===== src/rtl/rtc_calendar.sv =====
// BCD real-time clock/calendar on the slot-I/O register bus: prescaled 1 Hz
// time base, leap-year calendar, coherent read snapshot and a time-of-day alarm.
module rtc_calendar #(
  parameter int          CLK_HZ  = 25_000_000,
  parameter logic [7:0]  CENTURY = 8'h20
) (
  input  logic       clk_i,
  input  logic       reset_i,
  input  logic       cs_i,
  input  logic       we_i,
  input  logic [3:0] address_i,
  input  logic [7:0] db_i,
  output logic [7:0] db_o,
  output logic       tick_1hz_o,
  output logic       alarm_irq_o,
  output logic [5:0] hours_o,
  output logic [6:0] min_o,
  output logic [6:0] sec_o
);

  localparam int PW = (CLK_HZ > 1) ? $clog2(CLK_HZ) : 1;
  localparam logic [PW-1:0] PRESC_LAST = PW'(CLK_HZ - 1);
  localparam logic [PW-1:0] PRESC_HALF = PW'(CLK_HZ / 2);

  logic [PW-1:0] presc_q, presc_d;
  logic          pend_q, pend_d;
  logic          alarmEval_q, alarmEval_d;
  logic [6:0]    sec_q, sec_d;
  logic [6:0]    min_q, min_d;
  logic [5:0]    hour_q, hour_d;
  logic [2:0]    dow_q, dow_d;
  logic [5:0]    date_q, date_d;
  logic [4:0]    month_q, month_d;
  logic [7:0]    year_q, year_d;
  logic [7:0]    almSec_q, almSec_d;
  logic [7:0]    almMin_q, almMin_d;
  logic [7:0]    almHour_q, almHour_d;
  logic          halt_q, halt_d;
  logic          ie_q, ie_d;
  logic          flag_q, flag_d;
  logic [34:0]   shadow_q, shadow_d;

  // Returns {carry, next}; anything at or beyond the limit wraps to the minimum.
  function automatic logic [8:0] bcdInc(input logic [7:0] val, input logic [7:0] last,
                                        input logic [7:0] first);
    if (val >= last)           return {1'b1, first};
    else if (val[3:0] >= 4'd9) return {1'b0, val[7:4] + 4'd1, 4'd0};
    else                       return {1'b0, val[7:4], val[3:0] + 4'd1};
  endfunction

  logic       isLeap;
  logic [7:0] monthEnd;
  logic [8:0] secInc, minInc, hourInc, dowInc, dateInc, monInc, yearInc;
  logic       secC, minC, hourC, monC, yrC;
  logic       wr, rdSec, timeWr, prescTick, advance, alarmMatch;
  logic       unusedBits;

  assign isLeap = (~year_q[4] & (year_q[3:0] == 4'd0 || year_q[3:0] == 4'd4 || year_q[3:0] == 4'd8))
                | ( year_q[4] & (year_q[3:0] == 4'd2 || year_q[3:0] == 4'd6));

  always_comb begin
    case (month_q)
      5'h04, 5'h06, 5'h09, 5'h11: monthEnd = 8'h30;
      5'h02:                      monthEnd = isLeap ? 8'h29 : 8'h28;
      default:                    monthEnd = 8'h31;
    endcase
  end

  assign secInc  = bcdInc({1'b0, sec_q},   8'h59, 8'h00);
  assign minInc  = bcdInc({1'b0, min_q},   8'h59, 8'h00);
  assign hourInc = bcdInc({2'b0, hour_q},  8'h23, 8'h00);
  assign dowInc  = bcdInc({5'b0, dow_q},   8'h07, 8'h01);
  assign dateInc = bcdInc({2'b0, date_q},  monthEnd, 8'h01);
  assign monInc  = bcdInc({3'b0, month_q}, 8'h12, 8'h01);
  assign yearInc = bcdInc(year_q,          8'h99, 8'h00);

  assign secC  = secInc[8];
  assign minC  = secC  & minInc[8];
  assign hourC = minC  & hourInc[8];
  assign monC  = hourC & dateInc[8];
  assign yrC   = monC  & monInc[8];

  assign unusedBits = ^{secInc[7], minInc[7], hourInc[7:6], dowInc[7:3], dateInc[7:6],
                        monInc[7:5], yrC & yearInc[8]};

  assign wr        = cs_i & we_i;
  assign rdSec     = cs_i & ~we_i & (address_i == 4'h0);
  assign timeWr    = wr & (address_i <= 4'h6);
  assign prescTick = (presc_q == PRESC_LAST);
  assign advance   = ~halt_q & (prescTick | pend_q);

  assign alarmMatch = (almSec_q[7]  | (almSec_q[6:0]  == sec_q))
                    & (almMin_q[7]  | (almMin_q[6:0]  == min_q))
                    & (almHour_q[7] | (almHour_q[5:0] == hour_q));

  // A SEC write restarts the second; any other time write defers a coincident tick by one cycle.
  always_comb begin
    presc_d     = presc_q;
    pend_d      = pend_q;
    alarmEval_d = 1'b0;
    sec_d       = sec_q;
    min_d       = min_q;
    hour_d      = hour_q;
    dow_d       = dow_q;
    date_d      = date_q;
    month_d     = month_q;
    year_d      = year_q;
    almSec_d    = almSec_q;
    almMin_d    = almMin_q;
    almHour_d   = almHour_q;
    halt_d      = halt_q;
    ie_d        = ie_q;
    flag_d      = flag_q;
    shadow_d    = shadow_q;

    if (wr && address_i == 4'h0) presc_d = '0;
    else if (!halt_q)            presc_d = prescTick ? '0 : presc_q + PW'(1);

    if (wr && address_i == 4'h0) begin
      pend_d = 1'b0;
    end else if (advance && timeWr) begin
      pend_d = 1'b1;
    end else if (advance) begin
      pend_d      = 1'b0;
      alarmEval_d = 1'b1;
      sec_d       = secInc[6:0];
      if (secC)  min_d   = minInc[6:0];
      if (minC)  hour_d  = hourInc[5:0];
      if (hourC) begin
        dow_d  = dowInc[2:0];
        date_d = dateInc[5:0];
      end
      if (monC)  month_d = monInc[4:0];
      if (yrC)   year_d  = yearInc[7:0];
    end

    if (wr) begin
      case (address_i)
        4'h0: sec_d     = db_i[6:0];
        4'h1: min_d     = db_i[6:0];
        4'h2: hour_d    = db_i[5:0];
        4'h3: dow_d     = db_i[2:0];
        4'h4: date_d    = db_i[5:0];
        4'h5: month_d   = db_i[4:0];
        4'h6: year_d    = db_i;
        4'h8: almSec_d  = db_i;
        4'h9: almMin_d  = db_i;
        4'hA: almHour_d = db_i;
        4'hB: begin
          halt_d = db_i[0];
          ie_d   = db_i[1];
        end
        4'hC: if (db_i[0]) flag_d = 1'b0;
        default: ;
      endcase
    end

    if (alarmEval_q && alarmMatch) flag_d = 1'b1;

    if (rdSec) shadow_d = {min_q, hour_q, dow_q, date_q, month_q, year_q};
  end

  always_ff @(posedge clk_i or posedge reset_i) begin
    if (reset_i) begin
      presc_q     <= '0;
      pend_q      <= 1'b0;
      alarmEval_q <= 1'b0;
      sec_q       <= 7'h00;
      min_q       <= 7'h00;
      hour_q      <= 6'h00;
      dow_q       <= 3'd1;
      date_q      <= 6'h01;
      month_q     <= 5'h01;
      year_q      <= 8'h00;
      almSec_q    <= 8'h00;
      almMin_q    <= 8'h00;
      almHour_q   <= 8'h00;
      halt_q      <= 1'b0;
      ie_q        <= 1'b0;
      flag_q      <= 1'b0;
      shadow_q    <= '0;
    end else begin
      presc_q     <= presc_d;
      pend_q      <= pend_d;
      alarmEval_q <= alarmEval_d;
      sec_q       <= sec_d;
      min_q       <= min_d;
      hour_q      <= hour_d;
      dow_q       <= dow_d;
      date_q      <= date_d;
      month_q     <= month_d;
      year_q      <= year_d;
      almSec_q    <= almSec_d;
      almMin_q    <= almMin_d;
      almHour_q   <= almHour_d;
      halt_q      <= halt_d;
      ie_q        <= ie_d;
      flag_q      <= flag_d;
      shadow_q    <= shadow_d;
    end
  end

  // Time/date addresses other than SEC return the snapshot taken by the last SEC read.
  always_comb begin
    db_o = 8'h00;
    if (cs_i && !we_i) begin
      case (address_i)
        4'h0: db_o = {1'b0, sec_q};
        4'h1: db_o = {1'b0, shadow_q[34:28]};
        4'h2: db_o = {2'b0, shadow_q[27:22]};
        4'h3: db_o = {5'b0, shadow_q[21:19]};
        4'h4: db_o = {2'b0, shadow_q[18:13]};
        4'h5: db_o = {3'b0, shadow_q[12:8]};
        4'h6: db_o = shadow_q[7:0];
        4'h7: db_o = CENTURY;
        4'h8: db_o = almSec_q;
        4'h9: db_o = almMin_q;
        4'hA: db_o = almHour_q;
        4'hB: db_o = {6'b0, ie_q, halt_q};
        4'hC: db_o = {7'b0, flag_q};
        default: db_o = 8'h00;
      endcase
    end
  end

  assign tick_1hz_o  = (presc_q < PRESC_HALF);
  assign alarm_irq_o = flag_q & ie_q;
  assign hours_o     = hour_q;
  assign min_o       = min_q;
  assign sec_o       = sec_q;

endmodule

===== config.mk =====
export PLATFORM = sky130hd
export DESIGN_NAME = rtc_calendar
export DESIGN_NICKNAME = d
export VERILOG_FILES = /design/src/rtl/rtc_calendar.sv
export SDC_FILE = /design/constraint.sdc
export NUM_CORES = 1
export LEC_CHECK = 0
export CORE_MARGIN = 5
export CORE_UTILIZATION = 50
export DETAILED_ROUTE_END_ITERATION = 7
export GPL_TIMING_DRIVEN = 0
export PLACE_DENSITY = 0.69
export SETUP_SLACK_MARGIN = 0.5
export SLEW_MARGIN = 20
export SYNTH_ARGS = -nofsm -noshare
export SYNTH_HDL_FRONTEND = slang
export SYNTH_SLANG_ARGS = --single-unit

===== constraint.sdc =====
create_clock -name clk_i -period 9.77 [get_ports clk_i]
set_input_delay 1.954 -clock clk_i [delete_from_list [all_inputs] [get_ports clk_i]]
set_output_delay 1.954 -clock clk_i [all_outputs]
set_load 0.03 [all_outputs]

==> summary.txt, run 1 <==
Status
  • Status: finished, final reports clean

STA
  • Unrepaired setup endpoints after global routing: no
  • Final setup viols: 0
  • Tightest Pin Transition: 1.09 ns
  • Max-Slew Margin vs Limit: 26.5%
  • Final Hold Viols: 0
  • Minimum clock period: 7.20 ns
  • Clk_skew: 0.00632 ns
  • Period utilization: 73.7%
  • Sum Neg Setup Slack: 0 ns
  • Final slew viol count: 0
  • Fmax: 139 MHz

Clock network
  • CTS Hold Bufs: 0
  • # H-tree levels: 4
  • CTS resizes: 0
  • CTS sink count: 131
  • Num CTS Buffers: 17
  • TritonCTS clock tree: built
  • CTS root buf: clkbuf_16
  • Max clock buf depth: 2
  • Clock Latency Late Sink: 0.43 ns
  • Setup Fix Bufs, Post-CTS: 0
  • Clock slew at reported path FFs: 0.06 ns

Yosys
  • Async set-reset flop share out of synthesis: 100%
  • EDFF count, synth: 0
  • Most used DFF post-synth: dfrtp_1
  • Synth unique cells: 71
  • FF+latch count, synth: 131
  • Syn avg cell area: 9.39 um2
  • Syn Nets: 897
  • Post-synthesis sequential area ratio: 41.3%
  • Post-synthesis xor/xnor area fraction: 4.52%
  • Ys Warns: 0
  • Simple-Gate Fraction of Synth Area: 20.8%
  • Adder-Cell Fraction of Synth Area: 5.51%
  • Mapped Area: 0.00795 mm2
  • Mapped Cells: 846
  • Largest family of logic cells by synthesized area: simple AND/OR/NAND/NOR gates
  • Synth Area in Compound Gates: 14.6%
  • Post-synthesis mux area share: 9.37%

Layout
  • Layout Utilization: 58.9%
  • # nets final: 955
  • Layout area overhead: 16.5%
  • ANT cells: 0
  • Most frequent cells in the layout: 128 x dfrtp_1, 84 x nor2_1, 78 x nand2_1, 51 x mux2_2, 43 x o21ai_0
  • Commonest non-fill, non-tap cell in the layout: dfrtp_1
  • Share of layout cells above drive strength 1: 11.5%

Floorplan
  • Die height: 136 um
  • Core box area: 0.0157 mm2
  • Row cnt: 46
  • Die X: 136 um
  • I/O Pins: 46
  • DIE AREA: 0.0185 mm2
  • Initial core utilization: 50.6%

Global route
  • Vias in the first global route: 6703
  • GRT Total Usage: 27.2%
  • Largest net degree at the start of global routing: 69
  • Total gr overflow: 0
  • Initial antenna violation count: 0
  • Global-route wire length before repair: 38100 um

Routing
  • Number of vias per cell: 6.10
  • First-pass iteration count of the detailed router: 5
  • WL final: 24100 um
  • Drt wl/cell: 21.2 um
  • DRC Markers: 0
  • Antenna viol nets, final: 0
  • Initial drt markers: 548
  • Vias: 6909

Setup path
  • Worst path required time: 7.82 ns
  • CP endpoint kind: output port
  • Arrival time worst endpoint: 5.25 ns
  • Worst-path cell chain: clkdlybuf4s50_1, clkbuf_1, buf_1, mux2i_1, nor2_1, a21oi_1, o22ai_1, a21oi_1, nor2_1, clkdlybuf4s50_1
  • Critical path peak fanout: 10
  • Critical Setup Path Class: in2out
  • Reg-to-Reg Start: month_q[0]$_DFF_PP1_
  • Worst r2r path cells: 13
  • Setup crit end: db_o[2]
  • CP max stage delay: 0.73 ns
  • Startpoint Class: input port
  • FF-to-FF End: year_q[7]$_DFF_PP0_
  • R2r setup slk: 5.88 ns
  • Max stage delay cell, worst path: clkdlybuf4s50_1
  • Worst Setup SP: address_i[3]

Power and ir drop
  • Logic pwr share: 24.5%
  • NetSw: 627 uW
  • Sequential share of power: 39.9%
  • Pwr dens: 206 mW/mm2
  • Sw Ratio: 32.9%
  • Clock network fraction of total power: 35.5%
  • Int Power: 1280 uW
  • Peak supply drop: 0.000131 V
  • Leakage dissipation: 0.00400 uW

Place
  • GPL Wtd Cong: 1.00
  • Post-detail-place hpwl: 17100 um
  • I/O Buffers: 38

Job
  • Max-cap violation count: 0

Min path
  • HP Class: reg2reg
==> power groups by stage <==
| stage | sequential, uW | combinational, uW | clock [uW] |
|---|---|---|---|
| 6_report | 761 | 468 | 678 |
| 3_3_place_gp | 764 | 449 | 0 |
| 4_1_cts | 759 | 465 | 685 |
| 2_1_floorplan | 756 | 305 | 0 |
| 3_5_place_dp | 767 | 460 | 0 |
| 5_1_grt | 775 | 516 | 709 |
==> synth_stat cells, types with 12 or more instances <==
library cell	n	share of area [%]
inv_1	31	1.5
o21ai_0	43	2.7
mux2_2	51	7.2
nand2_1	78	3.7
a31oi_1	13	1.0
mux2i_1	17	2.1
nor2_1	84	4.0
xnor2_1	17	1.9
clkbuf_1	35	1.7
ha_1	35	5.5
xor2_1	24	2.6
and3_1	12	0.94
nand4_1	12	0.94
a21oi_1	31	2.0
nor3_1	21	1.3
nand3_1	41	2.6
dfrtp_1	128	40
==> logic make-up (layout without fill, tap and decap cells) <==
logic type / after synthesis / count (layout)
and+or+nand+nor: 322 / 322
AOI/OAI and AO/OA: 171 / 171
DFF: 131 / 131
buffers and inverters: 78 / 149
muxes: 68 / 68
xor gates and xnor gates: 41 / 41
adders and majority gates: 35 / 35
==> registers in the layout (all words and copies together) (netlist names) <==
| name | flops |
|---|---|
| shadow_q | 35 |
| presc_q | 25 |
| almHour_q | 8 |
| almMin_q | 8 |
| almSec_q | 8 |
| year_q | 8 |
| min_o | 7 |
| sec_o | 7 |
| date_q | 6 |
| hours_o | 6 |
| month_q | 5 |
| dow_q | 3 |
| alarmEval_q | 1 |
| flag_q | 1 |
| halt_q | 1 |
| ie_q | 1 |
| pend_q | 1 |
==> worst min-delay path by stage <==
stage,from,end,slack (ns),depth (start not counted)
finish,shadow_q[26]$_DFFE_PP0P_,shadow_q[26]$_DFFE_PP0P_,0.49,2
detailed placement,shadow_q[29]$_DFFE_PP0P_,shadow_q[29]$_DFFE_PP0P_,0.48,2
global placement,pend_q$_DFFE_PP0P_,pend_q$_DFFE_PP0P_,0.47,2
global route,shadow_q[26]$_DFFE_PP0P_,shadow_q[26]$_DFFE_PP0P_,0.51,2
CTS,shadow_q[26]$_DFFE_PP0P_,shadow_q[26]$_DFFE_PP0P_,0.49,2
floorplan,shadow_q[0]$_DFFE_PP0P_,shadow_q[0]$_DFFE_PP0P_,0.44,2
==> area by class of cell <==
cell class | instances | area (um2)
Sequential cell | 131 | 3280
Inverter | 31 | 124
Timing Repair Buffer | 39 | 408
Clock inverter | 10 | 155
Tap cell | 216 | 270
Fill cell | 1426 | 6460
Multi-Input combinational cell | 637 | 4370
Buffer | 47 | 186
Clock buffer | 22 | 464
==> per-stage QoR <==
stage,instances,hold WS (ns),total power [uW],setup slack [ns],area (um2)
2_1_floorplan,846,0.443,1060,4.23,7950
3_3_place_gp,1100,0.468,1210,2.38,8600
3_5_place_dp,1101,0.475,1230,2.64,8630
4_1_cts,1133,0.491,1910,2.64,9250
5_1_grt,1133,0.506,2000,2.45,9260
6_report,1133,0.492,1910,2.57,9260
==> worst max-delay path: cells and delay by family <==
kind | cells | cell delay, ns
AOI/OAI and AO/OA | 3 | 0.39
and+or+nand+nor | 2 | 0.46
muxes | 1 | 0.19
buffers and inverters | 4 | 2.25
==> per-layer routing <==
| layer | part of all wire [%] | global-route usage, % | up-vias |
|---|---|---|---|
| li1 | - | - | 3172 |
| met1 | 44 | 37.0 | 3412 |
| met2 | 46 | 41.7 | 258 |
| met3 | 6.1 | 5.37 | 67 |
| met4 | 4.5 | 13.2 | 0 |
| met5 | 0 | 0 | - |
(Power assumes the default switching activity.)
==> run 2, diff against run 1 <==
Clock period 9.77 ns to 7 ns, I/O delays scaled along.
==> results of run 2 <==
Same layout as run 1 (identical final DEF). Status: finished, final reports clean.
Main changes from that run: setup slack after placement 2.64 ns -> 0.976 ns; setup slack after layout 2.57 ns -> 0.907 ns; register-to-register setup slack 5.88 ns -> 3.11 ns; total power 1910 uW -> 2660 uW; worst IR drop on VDD 0.000131 V -> 0.000183 V
==> variant 1, RTL diff (config.mk and constraints of run 2) <==
Reset style: synchronous (`reset_i`), changed in one clocked block.
--- a/src/rtl/rtc_calendar.sv
+++ b/src/rtl/rtc_calendar.sv
@@ -161,5 +161,5 @@
   end
 
-  always_ff @(posedge clk_i or posedge reset_i) begin
+  always_ff @(posedge clk_i) begin
     if (reset_i) begin
       presc_q     <= '0;
Function: differs if reset_i is asserted again (counterexample within 4 cycles, from zero or initial values and one cycle with reset_i high); with reset_i held inactive, the same outputs for 4 cycles.
==> variant 1 against run 2 <==
- cell area shrank 3.7%
- area after synthesis is 3.2% lower
- utilization shrank 0.076 points
- critical path depth did not move
- sequential cell count stayed put
- die area down 3.0%
- setup slack improved by 150 ps
- fmax rose by 2.6%
- routed wire length is 1.1% lower
Power is not compared: it rests on default switching activity, and its combinational part moved more than twofold at a synthesized area within 25%.
==> variant 1: results (changes against run 2) <==
stage	metric	value	unit	change
synth	top cells by count, synth	dfxtp_1 (131), nand2_1 (127), nor2_1 (118)		was dfrtp_1 (128), nor2_1 (84), nand2_1 (78)
layout	Clock-cell share	0.0653		was 0.0669
placed_design	post-DP HPWL	17.3	mm	was 17.1 mm
synth	sequential area share after synthesis	0.341		was 0.413
grt	largest net degree at the start of global routing	17		was 69
route	wire length per cell	19.5	um	was 21.2 um
synth	Syn Nets	1012		was 897
critical_path	Crit path arrival time	4540	ps	was 4690 ps
layout	clock buffer count	23		was 22
layout	multi-input logic area	0.00473	mm2	was 0.00437 mm2
placed_design	placer congestion estimate	0.976		was 1.00
layout	sequential cell area	0.00262	mm2	was 0.00328 mm2
synth	asr flop ratio synth	0		was 1.00
layout	nets	1071		was 955
sta	Worst Max-Slew Pin Slew	1010	ps	was 1090 ps
grt	first-pass GRT wire length	37.1	mm	was 38.1 mm
placed_design	port buffer count	40		was 38
route	1st-pass router iterations	6		was 5
cts	clk slew on worst S/H paths	50	ps	
layout	Final Non-Filler Cells	1221		was 1133
synth	post-synthesis register bit count	131		unchanged
layout	Fill cells	1433		was 1426
grt	vias in the first global route	6747		was 6703
layout	Non-CTS buffers	98		was 86
synth	Yosys cell types	81		was 71
cts	H-tree depth	4		unchanged
layout	share of cells above drive strength 1	0.0620		was 0.115
layout	Multi-In Gates	743		was 637
grt	GRT Resource Usage Total	0.266		was 0.272
cts	post-cts resize count	0		unchanged
route	initial DRC count	744		was 548
sta	Fin Clk Skew	10.6	ps	was 6.32 ps
placed_design	Place WS	1090	ps	was 976 ps
synth	top area cells in the synthesized netlist	dfxtp_1 (34%), nand2_1 (6.2%), nor2_1 (5.8%)		was dfrtp_1 (40%), mux2_2 (7.2%), ha_1 (5.5%)
route	via/cell ratio	6.01		was 6.10
critical_path	Slowest Stage Delay on Critical Path	610	ps	was 730 ps
synth	syn_area_per_cell	8.00	um2	was 9.39 um2
synth	top_reg_cell synth	dfxtp_1		was dfrtp_1
outcome	status	finished, final reports clean		unchanged
layout	invs w/o clock	29		was 31
-- variant 1: changes by cell type in the layout (fill, tap and decap cells not counted), sizes merged, moves of 16 or more --
| cell | delta |
|---|---|
| nand2 | +50 |
| nor2 | +34 |
| a21oi | +41 |
| mux2 | -45 |
| dfxtp | +131 |
| nand3 | -16 |
| dfrtp | -128 |
| a311oi | +17 |
-- variant 1: critical path: cells and delay by family --
kind	cells	cell delay, ps
buf+inv	4	2140
compound gates	3	540
mux	1	300
simple gates	2	150
-- variant 1: kinds of logic (layout without fill, tap and decap cells) --
family,Yosys count,after routing,share of synthesized area
xor gates and xnor gates,44,44,0.0501
buffers and inverters,87,159,0.0443
and+or+nand+nor,406,406,0.262
adders and majority gates,35,35,0.0570
DFF,131,131,0.341
AOI/OAI and AO/OA,222,222,0.196
muxes,36,36,0.0495
-- variant 1: metal layers --
layer	share of wire	GRT usage	routed length [um]	up-vias
li1	-	-	-	3545
met1	0.44	0.357	10400	3433
met2	0.46	0.420	10900	304
met3	0.073	0.0585	1730	61
met4	0.033	0.102	794	0
met5	0	0	0	-
-- variant 1: stage by stage --
stage / hold WS, ps / utilization / instance area, um2
after global placement: 444 / 0.550 / 8320
after floorplan: 433 / - / 7690
after global routing: 485 / 0.588 / 8910
after CTS: 461 / 0.588 / 8910
after detailed placement: 452 / 0.550 / 8330
final: 459 / 0.588 / 8910
-- variant 1: path summary, 6_finish.rpt --
path	from	to	slack (ps)	cells after the start
setup / recovery	address_i[3]	db_o[4]	1060	10
hold reg to reg	shadow_q[33]	shadow_q[33]	460	2
hold / removal	shadow_q[33]	shadow_q[33]	460	2
setup reg to reg	year_q[1]	date_q[4]	3300	14
==> variant 2, RTL diff (settings of run 2) <==
Without the edit above. `CENTURY`: 8'h20 -> 8'h1F.
--- a/src/rtl/rtc_calendar.sv
+++ b/src/rtl/rtc_calendar.sv
@@ -3,5 +3,5 @@
 module rtc_calendar #(
   parameter int          CLK_HZ  = 25_000_000,
-  parameter logic [7:0]  CENTURY = 8'h20
+  parameter logic [7:0]  CENTURY = 8'h1F
 ) (
   input  logic       clk_i,
Behaviour: not the same (Yosys sat finds a counterexample within 4 cycles, from zero or initial values and one cycle with reset_i high).
==> variant 2 against run 2 <==
- routed wire length increased by 3.4%
- critical endpoint is now db_o[4]
- setup slack got worse by 49 ps
- non-clock buffer count increased by 1
- cell area increased by 0.87%
- sequential share of layout area decreased by 0.30 points
- combinational power increased by 33%
- total power increased by 9.6%
- critical path depth decreased by 1
- sequential cell count unchanged
- global-route usage increased by 0.77 points
- area after synthesis increased by 0.61%
==> variant 2: results (changes against run 2) <==
stage	metric	value	unit	change
outcome	status	finished, final reports clean		unchanged
layout	share of cells above drive strength 1	0.113		was 0.115
grt	first-pass GRT wire length	39.2	mm	was 38.1 mm
power_and_ir_drop	Switching Fraction	0.366		was 0.329
synth	asr flop ratio synth	1.00		unchanged
layout	# diodes	0		unchanged
grt	GRT Resource Usage Total	0.280		was 0.272
synth	count of warnings emitted by yosys	0		unchanged
run	max-capacitance violation count	0		unchanged
route	initial DRC count	587		was 548
synth	top_reg_cell synth	dfrtp_1		unchanged
synth	Synth top area share	0.401		was 0.403
sta	Worst Max-Slew Pin Slew	1170	ps	was 1090 ps
critical_path	CP delay by family, top	buffers and inverters		unchanged
layout	Top Registers	shadow_q: 35 flops, presc_q: 25 flops		unchanged
grt	initial antenna violation count	0		unchanged
route	1st-pass router iterations	7		was 5
placed_design	post-DP HPWL	17.9	mm	was 17.1 mm
min_path	Hold Path Class	flop to flop		unchanged
placed_design	dpl cells	1132		was 1101
placed_design	placer congestion estimate	1.05		was 1.00
synth	Yosys cell types	70		was 71
route	WL final	24.9	mm	was 24.1 mm
route	DR vias	7110		was 6909
route	via/cell ratio	6.11		was 6.10
synth	top cells by count, synth	dfrtp_1 (128), nor2_1 (85), nand2_1 (78)		was dfrtp_1 (128), nor2_1 (84), nand2_1 (78)
grt	largest net degree at the start of global routing	74		was 69
synth	syn_area_per_cell	9.18	um2	was 9.39 um2
synth	top area cells in the synthesized netlist	dfrtp_1 (40%), mux2_2 (7.0%), ha_1 (5.5%)		was dfrtp_1 (40%), mux2_2 (7.2%), ha_1 (5.5%)
critical_path	crit-path max FO	10		unchanged
cts	clock latency at the later pin of the worst-skew pair	430	ps	about the same
cts	post-cts resize count	0		unchanged
cts	Post-CTS Setup Bufs	0		unchanged
critical_path	Crit path arrival time	4740	ps	was 4690 ps
synth	Syn Nets	922		was 897
placed_design	port buffer count	44		was 38
grt	vias in the first global route	6799		was 6703
power_and_ir_drop	LEAKAGE	0.00396	uW	was 0.00400 uW
sta	Fin Clk Skew	10.6	ps	was 6.32 ps
layout	nets	986		was 955
synth	sequential area share after synthesis	0.411		was 0.413
critical_path	Slowest Stage Delay on Critical Path	740	ps	
cts	H-tree depth	4		unchanged
layout	Fill cells	1447		was 1426
power_and_ir_drop	Max rail drop VDD	0.000236	V	was 0.000183 V
## variant 2: cell count changes after synthesis, sizes merged, moves of 4 or more
| cell | before | now |
|---|---|---|
| nand4b | 2 | 6 |
| nor3b | 9 | 3 |
| mux2i | 17 | 7 |
| a31oi | 13 | 32 |
| a21oi | 31 | 26 |
| inv | 31 | 38 |
| xnor2 | 17 | 22 |
| o21ai | 44 | 58 |
| nand3 | 42 | 50 |
| nor3 | 22 | 14 |
| a22oi | 4 | 8 |
| a221o | 8 | 0 |
| nand4 | 13 | 21 |
## variant 2: area by class of cell
class,count,area [um2],area share
plain buffers,42,175,0.0188
clock buffers,24,492,0.0527
clock inverters,8,100,0.0107
inverters,38,150,0.0161
multi-input cells,660,4400,0.471
flip-flops and latches,131,3280,0.352
well taps,216,270,0.0289
repair buffers,45,468,0.0501
## variant 2: power by group through the flow
stage / logic (uW) / registers [uW] / clock network, uW
6_report: 866 / 1150 / 901
5_1_grt: 952 / 1170 / 946
4_1_cts: 864 / 1140 / 912
3_5_place_dp: 859 / 1150 / 0
3_3_place_gp: 839 / 1150 / 0
2_1_floorplan: 536 / 1150 / 0
## variant 2: worst min-delay path, cell delays in order, from the launching register on
cell and delay, ps:
dfrtp_1 350, nand2_1 50, o21ai_0 60
## variant 2: metal layers
layer	vias up	GRT usage	part of all wire
met2	302	0.423	0.45
li1	3280	-	-
met3	64	0.0563	0.068
met5	-	0	0
met1	3464	0.385	0.44
met4	0	0.133	0.041
## variant 2: kinds of logic (layout without fill, tap and decap cells)
kind of cell / count (synthesis) / in the layout / synth area share
AO/OA/AOI/OAI: 188 / 188 / 0.151
adder cells (fa/ha/maj): 35 / 35 / 0.0548
multiplexers: 58 / 58 / 0.0820
buffers and inverters: 80 / 157 / 0.0398
flip-flops: 131 / 131 / 0.411
AND/OR/NAND/NOR: 336 / 336 / 0.215
XOR/XNOR: 43 / 43 / 0.0471
## variant 2: path summary, 6_finish.rpt
kind                       slack, ps  depth (start not counted)          from           end
max                              860                          9  address_i[3]       db_o[4]
min                              490                          2  shadow_q[33]  shadow_q[33]
max reg2reg                     3450                         12    month_q[0]     year_q[2]
min reg2reg                      490                          2  shadow_q[33]  shadow_q[33]
max in group asynchronous       4860                          3       reset_i    month_q[0]
min in group asynchronous       1390                          2       reset_i      sec_o[1]
## variant 2: metrics by stage
step                       util  setup WS (ps)  hold slack [ps]  cell area, um2
after floorplan               -           2110              445            7990
after global placement    0.552            117              470            8700
after detailed placement  0.555           1050              478            8740
after CTS                 0.592           1020              491            9340
after global routing      0.592            773              511            9340
final                     0.592            858              491            9340
